==> config.mk <==
export PLATFORM = sky130hd
export DESIGN_NAME = axi_rd_arbiter
export DESIGN_NICKNAME = d
export VERILOG_FILES = /design/src/rtl/axi_rd_arbiter_pkg.sv /design/src/rtl/axi_rd_arbiter_sel.sv /design/src/rtl/axi_rd_arbiter.sv
export SDC_FILE = /design/constraint.sdc
export NUM_CORES = 1
export LEC_CHECK = 0
export ABC_AREA = 1
export CAP_MARGIN = 20
export CORE_AREA = 2 2 83 85
export DETAILED_ROUTE_END_ITERATION = 16
export DIE_AREA = 0 0 85 87
export GPL_ROUTABILITY_DRIVEN = 0
export GPL_TIMING_DRIVEN = 0
export MAX_ROUTING_LAYER = met4
export PLACE_DENSITY = 0.75
export SLEW_MARGIN = 25
export SYNTH_ARGS = -nofsm -noshare
export SYNTH_HDL_FRONTEND = slang
export SYNTH_SLANG_ARGS = --single-unit
==> constraint.sdc <==
create_clock -name clk_i -period 2.47 [get_ports clk_i]
set_clock_uncertainty 0.05 [all_clocks]
set_input_delay 0.3705 -clock clk_i [delete_from_list [all_inputs] [get_ports clk_i]]
set_output_delay 0.3705 -clock clk_i [all_outputs]
set_load 0.01 [all_outputs]
==> src/rtl/axi_rd_arbiter_pkg.sv <==
// Shared types and constants for the two-master AXI read arbiter.
// Bus widths come from the YSYX_23060251_AXI_ADDR_BUS / _DATA_BUS macros.
`ifndef YSYX_23060251_AXI_ADDR_BUS
`define YSYX_23060251_AXI_ADDR_BUS 32
`endif
`ifndef YSYX_23060251_AXI_DATA_BUS
`define YSYX_23060251_AXI_DATA_BUS 32
`endif

package axi_rd_arbiter_pkg;

  localparam int unsigned AXI_ADDR_W = `YSYX_23060251_AXI_ADDR_BUS;
  localparam int unsigned AXI_DATA_W = `YSYX_23060251_AXI_DATA_BUS;
  localparam int unsigned AXI_RESP_W = 2;

  typedef enum logic [2:0] {
    ST_IDLE = 3'b001,
    ST_AR   = 3'b010,
    ST_R    = 3'b100
  } arb_state_e;

  typedef logic [0:0] mst_idx_t;

  localparam mst_idx_t M_IFU = 1'b0;
  localparam mst_idx_t M_LSU = 1'b1;

  localparam logic [AXI_RESP_W-1:0] RESP_OKAY   = 2'b00;
  localparam logic [AXI_RESP_W-1:0] RESP_SLVERR = 2'b10;
  localparam logic [AXI_RESP_W-1:0] RESP_DECERR = 2'b11;

  typedef struct packed {
    logic [AXI_DATA_W-1:0] data;
    logic [AXI_RESP_W-1:0] resp;
  } axi_r_t;

endpackage

==> src/rtl/axi_rd_arbiter_sel.sv <==
// Combinational request-to-grant selector for two read masters.
// ARB_RR_EN selects round-robin on contention; otherwise the LSU always wins.
module axi_arb_sel
  import axi_rd_arbiter_pkg::*;
(
  input  logic [1:0] req_i,
`ifdef ARB_RR_EN
  input  mst_idx_t   last_grant_i,
`endif
  output logic       gnt_valid_c_o,
  output mst_idx_t   gnt_idx_c_o
);

  always_comb begin
    gnt_valid_c_o = |req_i;
    gnt_idx_c_o   = M_IFU;
    if (req_i == 2'b11) begin
`ifdef ARB_RR_EN
      gnt_idx_c_o = ~last_grant_i;
`else
      gnt_idx_c_o = M_LSU;
`endif
    end else if (req_i[1]) begin
      gnt_idx_c_o = M_LSU;
    end
  end

endmodule

==> src/rtl/axi_rd_arbiter.sv <==
// Two-master (IFU=m0, LSU=m1) AXI read-channel arbiter onto one slave, one transaction in flight.
// Define ARB_RR_EN for round-robin contention resolution; default is fixed LSU priority.
module axi_rd_arbiter
  import axi_rd_arbiter_pkg::*;
(
  input  logic                  clk_i,
  input  logic                  rst_i,
  input  logic                  m0_ar_valid_i,
  input  logic [AXI_ADDR_W-1:0] m0_ar_addr_i,
  output logic                  m0_ar_ready_o,
  output logic                  m0_r_valid_o,
  output logic [AXI_DATA_W-1:0] m0_r_data_o,
  output logic [AXI_RESP_W-1:0] m0_r_resp_o,
  input  logic                  m0_r_ready_i,
  input  logic                  m1_ar_valid_i,
  input  logic [AXI_ADDR_W-1:0] m1_ar_addr_i,
  output logic                  m1_ar_ready_o,
  output logic                  m1_r_valid_o,
  output logic [AXI_DATA_W-1:0] m1_r_data_o,
  output logic [AXI_RESP_W-1:0] m1_r_resp_o,
  input  logic                  m1_r_ready_i,
  output logic                  slv_ar_valid_o,
  output logic [AXI_ADDR_W-1:0] slv_ar_addr_o,
  input  logic                  slv_ar_ready_i,
  input  logic                  slv_r_valid_i,
  input  logic [AXI_DATA_W-1:0] slv_r_data_i,
  input  logic [AXI_RESP_W-1:0] slv_r_resp_i,
  output logic                  slv_r_ready_o
);

  arb_state_e state_q, state_d;
  mst_idx_t   owner_q, owner_d;
  logic       gnt_valid;
  mst_idx_t   gnt_idx;
  logic                  own_ar_valid;
  logic [AXI_ADDR_W-1:0] own_ar_addr;
  logic                  own_r_ready;
  axi_r_t                slv_r;

`ifdef ARB_RR_EN
  mst_idx_t last_grant_q, last_grant_d;
`endif

  axi_arb_sel u_sel (
    .req_i         ({m1_ar_valid_i, m0_ar_valid_i}),
`ifdef ARB_RR_EN
    .last_grant_i  (last_grant_q),
`endif
    .gnt_valid_c_o (gnt_valid),
    .gnt_idx_c_o   (gnt_idx)
  );

  always_ff @(posedge clk_i or posedge rst_i) begin
    if (rst_i) begin
      state_q <= ST_IDLE;
      owner_q <= M_IFU;
    end else begin
      state_q <= state_d;
      owner_q <= owner_d;
    end
  end

`ifdef ARB_RR_EN
  always_ff @(posedge clk_i or posedge rst_i) begin
    if (rst_i) last_grant_q <= M_LSU;
    else       last_grant_q <= last_grant_d;
  end
`endif

  // Owner-side views of the master channels.
  assign own_ar_valid = (owner_q == M_LSU) ? m1_ar_valid_i : m0_ar_valid_i;
  assign own_ar_addr  = (owner_q == M_LSU) ? m1_ar_addr_i  : m0_ar_addr_i;
  assign own_r_ready  = (owner_q == M_LSU) ? m1_r_ready_i  : m0_r_ready_i;
  assign slv_r        = {slv_r_data_i, slv_r_resp_i};

  always_comb begin
    state_d        = state_q;
    owner_d        = owner_q;
`ifdef ARB_RR_EN
    last_grant_d   = last_grant_q;
`endif
    slv_ar_valid_o = 1'b0;
    slv_ar_addr_o  = '0;
    slv_r_ready_o  = 1'b0;
    m0_ar_ready_o  = 1'b0;
    m1_ar_ready_o  = 1'b0;
    m0_r_valid_o   = 1'b0;
    m1_r_valid_o   = 1'b0;
    m0_r_data_o    = '0;
    m1_r_data_o    = '0;
    m0_r_resp_o    = '0;
    m1_r_resp_o    = '0;
    case (state_q)
      ST_IDLE: begin
        if (gnt_valid) begin
          owner_d = gnt_idx;
          state_d = ST_AR;
        end
      end
      // Grant is held even if the owner drops ar_valid; only the handshake moves on.
      ST_AR: begin
        slv_ar_valid_o = own_ar_valid;
        slv_ar_addr_o  = own_ar_addr;
        if (owner_q == M_LSU) m1_ar_ready_o = slv_ar_ready_i;
        else                  m0_ar_ready_o = slv_ar_ready_i;
        if (own_ar_valid && slv_ar_ready_i) state_d = ST_R;
      end
      ST_R: begin
        slv_r_ready_o = own_r_ready;
        if (owner_q == M_LSU) begin
          m1_r_valid_o = slv_r_valid_i;
          m1_r_data_o  = slv_r.data;
          m1_r_resp_o  = slv_r.resp;
        end else begin
          m0_r_valid_o = slv_r_valid_i;
          m0_r_data_o  = slv_r.data;
          m0_r_resp_o  = slv_r.resp;
        end
        if (slv_r_valid_i && own_r_ready) begin
          state_d = ST_IDLE;
`ifdef ARB_RR_EN
          last_grant_d = owner_q;
`endif
        end
      end
      default: state_d = ST_IDLE;
    endcase
  end

endmodule

**Word level (Yosys, flattened, before mapping)**

Cells that the tools add are included.

- Equality and inequality tests: 7
- Mux-type cells: 28
- Reductions and logical operators: 5

Operators by type and width:

| operator | number |
|---|---|
| 32-bit two-way mux | 6 |
| 1-bit two-way mux | 14 |
| 3-bit two-way mux | 3 |
| 3-bit case mux with 3 select lines | 1 |
| 2-bit two-way mux | 4 |
| 2-bit != test (second input constant) | 3 |
| 3-bit by 1-bit equality test with 1-bit output (second input constant) | 1 |
| 3-bit by 2-bit equality test with 1-bit output (second input constant) | 1 |
| 3-bit equality test (second input constant) | 1 |
| 3-bit AND reduction | 1 |
| 2-bit equality test (second input constant) | 1 |
| 1-bit logical AND | 2 |
| 2-bit AND reduction | 1 |
| 2-bit OR reduction | 1 |

- Bits in registers: 4
- Bits of input ports: 106
- Word-level logic and storage cells: 42

**Depth between registers and ports, before layout**

- Word-level depth: 4
- Gate-level depth with buffers: 6

**Modules after synthesis**

From an unflattened synthesis, not the netlist that was laid out.

- Cell total of the unflattened synthesis: 263
- Area, all modules: 1234.9 sq um

By module, submodules not included:

| module | times used | cells an instance | area each (sq um) | seq. area each (sq um) |
|---|---|---|---|---|
| axi_rd_arbiter | 1 | 259 | 1219.9 | 101.3 |
| axi_arb_sel | 1 | 4 | 15.0 | 0.0 |

**Worst setup path after synthesis**

OpenSTA, ideal clock, no wires.

- Kind: register to output
- From: register state_q[1]
- To: output port m0_r_data_o[10]
- Arrival time: 1.075 ns
- Required time: 2.049 ns
- Setup slack: 0.975 ns
- Stages on the path, launching flop included: 5
- Path buffers: 1
- Cells stage by stage: dfrtp_1 -> nor3_4 -> nand2_2 -> buf_6 -> nor2_1

- Word-level cells in the longest chain between the ends: 2

RTL lines:

| item | line | source |
|---|---|---|
| start, declared | axi_rd_arbiter.sv:31 | `arb_state_e state_q, state_d;` |
| start signal, assigned | axi_rd_arbiter.sv:58 | `state_q <= state_d;` |
| 3-bit equality test | axi_rd_arbiter.sv:93 | `case (state_q)` |
| 32-bit two-way mux | axi_rd_arbiter.sv:93 |  |
| end, declared | axi_rd_arbiter.sv:12 | `output logic [AXI_DATA_W-1:0] m0_r_data_o,` |

No other way between the ends.

**Worst setup path in the final report**

- From: register owner_q
- To: output port slv_ar_addr_o[24]

- Word-level cells in the longest chain between the ends: 2

RTL lines:

| item | line | source |
|---|---|---|
| start, declared | axi_rd_arbiter.sv:32 | `mst_idx_t owner_q, owner_d;` |
| start signal, assigned | axi_rd_arbiter.sv:59 | `owner_q <= owner_d;` |
| 32-bit two-way mux | axi_rd_arbiter.sv:72 | `assign own_ar_addr = (owner_q == M_LSU) ? m1_ar_addr_i : m0_ar_addr_i;` |
| 32-bit two-way mux | axi_rd_arbiter.sv:93 |  |
| end, declared | axi_rd_arbiter.sv:23 | `output logic [AXI_ADDR_W-1:0] slv_ar_addr_o,` |

No other way between the ends.

==> metrics.yaml <==
hold_buffers: 0
min_period_ns: 2.40
slew_headroom: 0.731
yosysSeqAreaShare: 0.0832
grt_pass1_vias: 2185
layout.nets: 582
cts_root_buf: "clkbuf_8"
place_area_um2: 3430
grt_usage: 0.158
detail_route.wl_per_cell_um: 11.6
fp.dieW_um: 85
netlist_top_cells_count: "74 x nand2_1, 74 x nor2_1, 44 x inv_1"
ir_drop_mv: 0.284
synth_cells: 260
start_util: 0.185
dpl.hpwl_um: 5680
required_ns: 2.05
cp.arrival_ns: 1.98
clk_path_buf_depth: 2
power_density_nw_per_um2: 447
h-tree-depth: 1
regToRegStartpoint: "state_q[0]$_DFFE_PP1P_"
die_h_um: 87
seq_area_um2: 101
total_power_mw: 1.55
netlist.area_leader.share: 0.228
synthTopCellsByArea: "nand2_1 23%, nor2_1 23%, inv_1 14%, a21oi_1 13%, buf_6 8.3%"
reg2reg_slack_ns: 1.05
fp.coreArea_um2: 6570
syn_area_um2: 1220
via_per_inst: 4.26
multiInputGateArea_um2: 811
min_path_type: "input pin to async pin"
crit_type: "register to output pin"
setup_tns_ns: 0
synth_warnings: 0
rsz0062_at_grt: "yes"
drt.antenna.violating_nets: 0
n_antenna_cell: 0
numClockSinks: 4
critPathLaunch: "owner_q$_DFFE_PP0P_"
worst_setup_path_end_kind: "output pin"
cts_tree: "done"
fmax_mhz: 416
synth_nets: 366
cp-start-kind: "register"
drt_iter0_drc: 55
synth_ff_type: "dfrtp_1"
grt_first_pass_wirelength_um: 9600
tightest_slew_ns: 0.403
drc: 0
final_area_um2: 3470
crit_fanout: 10
async_flop_share: 1.00
avgSynthCellArea_um2: 4.68
cts_made_buffers: 3
synth.distinct_cells: 19
wl_um: 6430
dr_total_vias: 2366
antenna_found_initial: 0
synth_top_area_cell: "nand2_1"
portBuffers: 211
cts.clk_slew.worst_paths_ns: 0.04
clkLatencyLatePin_ns: 0.22
drv_slew: 0
drive_above_1_share: 0.0505
nFillCells: 672
drtPass1Iterations: 4
post_cts_buffers: 0
io_pins: 212
overflow: 0
dieArea_um2: 7400
max-cap-violations: 0
status: "complete, no violations"
hold_viol: 0
ys_seq_elements: 4
period_share: 0.973
setup_viol: 0
grt_max_degree: 11
synth-edff-count: 0
rows: 30
p_leak_nw: 1.56
area_growth_pct: 185
final timing paths:
path / end / depth (start not counted)
setup / recovery: slv_ar_addr_o[24] / 5
hold / removal: state_q[2]$_DFFE_PP0P_ / 2
max in group asynchronous: state_q[0]$_DFFE_PP1P_ / 2
hold reg to reg: state_q[2]$_DFFE_PP0P_ / 3
min in group clk_i: state_q[2]$_DFFE_PP0P_ / 3
setup reg to reg: owner_q$_DFFE_PP0P_ / 6
cell families (layout without fill, tap and decap cells):
kind of cell | Yosys count | in the layout | synth area share
AND/OR/NAND/NOR | 160 | 160 | 0.526
buffers and inverters | 62 | 277 | 0.251
AO/OA/AOI/OAI | 34 | 34 | 0.140
flip-flops | 4 | 4 | 0.0832
where the power goes:
group | internal [mW] | switching, mW
clock | 0.111 | 0.0379
sequential | 0.102 | 0.0283
combinational | 0.619 | 0.654
total | 0.831 | 0.721
routing by layer:
| metal | vias up | GRT usage | share of wire |
|---|---|---|---|
| met5 | - | - | 0 |
| met4 | 0 | 0.0303 | 0.0020 |
| met3 | 2 | 0.0417 | 0.11 |
| met2 | 146 | 0.313 | 0.53 |
| met1 | 1021 | 0.155 | 0.36 |
| li1 | 1197 | - | - |
flip-flops by register name, indices dropped and copies added, names as in the netlist:
| name | cells |
|---|---|
| state_q | 3 |
| owner_q | 1 |
worst max-delay path: stages, from the launching register on:
cell and delay, ns:
dfrtp_1 0.37, inv_2 0.16, buf_1 0.35, nand2_1 0.11
a21oi_1 0.19, clkdlybuf4s50_1 0.57
through the flow:
| step | worst slack, ns | hold slack [ns] | instances | utilization |
|---|---|---|---|---|
| floorplan | 0.975 | 0.0859 | 260 | - |
| global placement | 0.324 | 0.512 | 551 | 0.522 |
| detailed placement | 0.309 | 0.515 | 551 | 0.522 |
| CTS | 0.0659 | 0.281 | 555 | 0.529 |
| global route | -0.0183 | 0.314 | 555 | 0.529 |
| finish | 0.0655 | 0.276 | 555 | 0.529 |
area by class of cell:
class,instances,share of cell area
flip-flops and latches,4,0.0292
inverters,46,0.0497
plain buffers,16,0.0382
repair buffers,211,0.608
multi-input cells,194,0.233
clock buffers,4,0.0130
well taps,80,0.0288
timing repair:
action,4_1_cts,5_1_grt
endpoints found under the hold margin,0,0
endpoints found under the setup margin,0,7
resized for setup,0,1
placed cells by master, fill, tap and decap left out, drive strengths merged:
cell and n:
nand2 76, a21oi 32, nor2 74, nand3 2, nor3 4, and3 1
dfrtp 3, clkbuf 6, o21ai 2, or2 1, nand4 2, clkdlybuf4s50 211
inv 46, buf 14, dfstp 1
No activity file was read; power rests on OpenSTA's default activity.
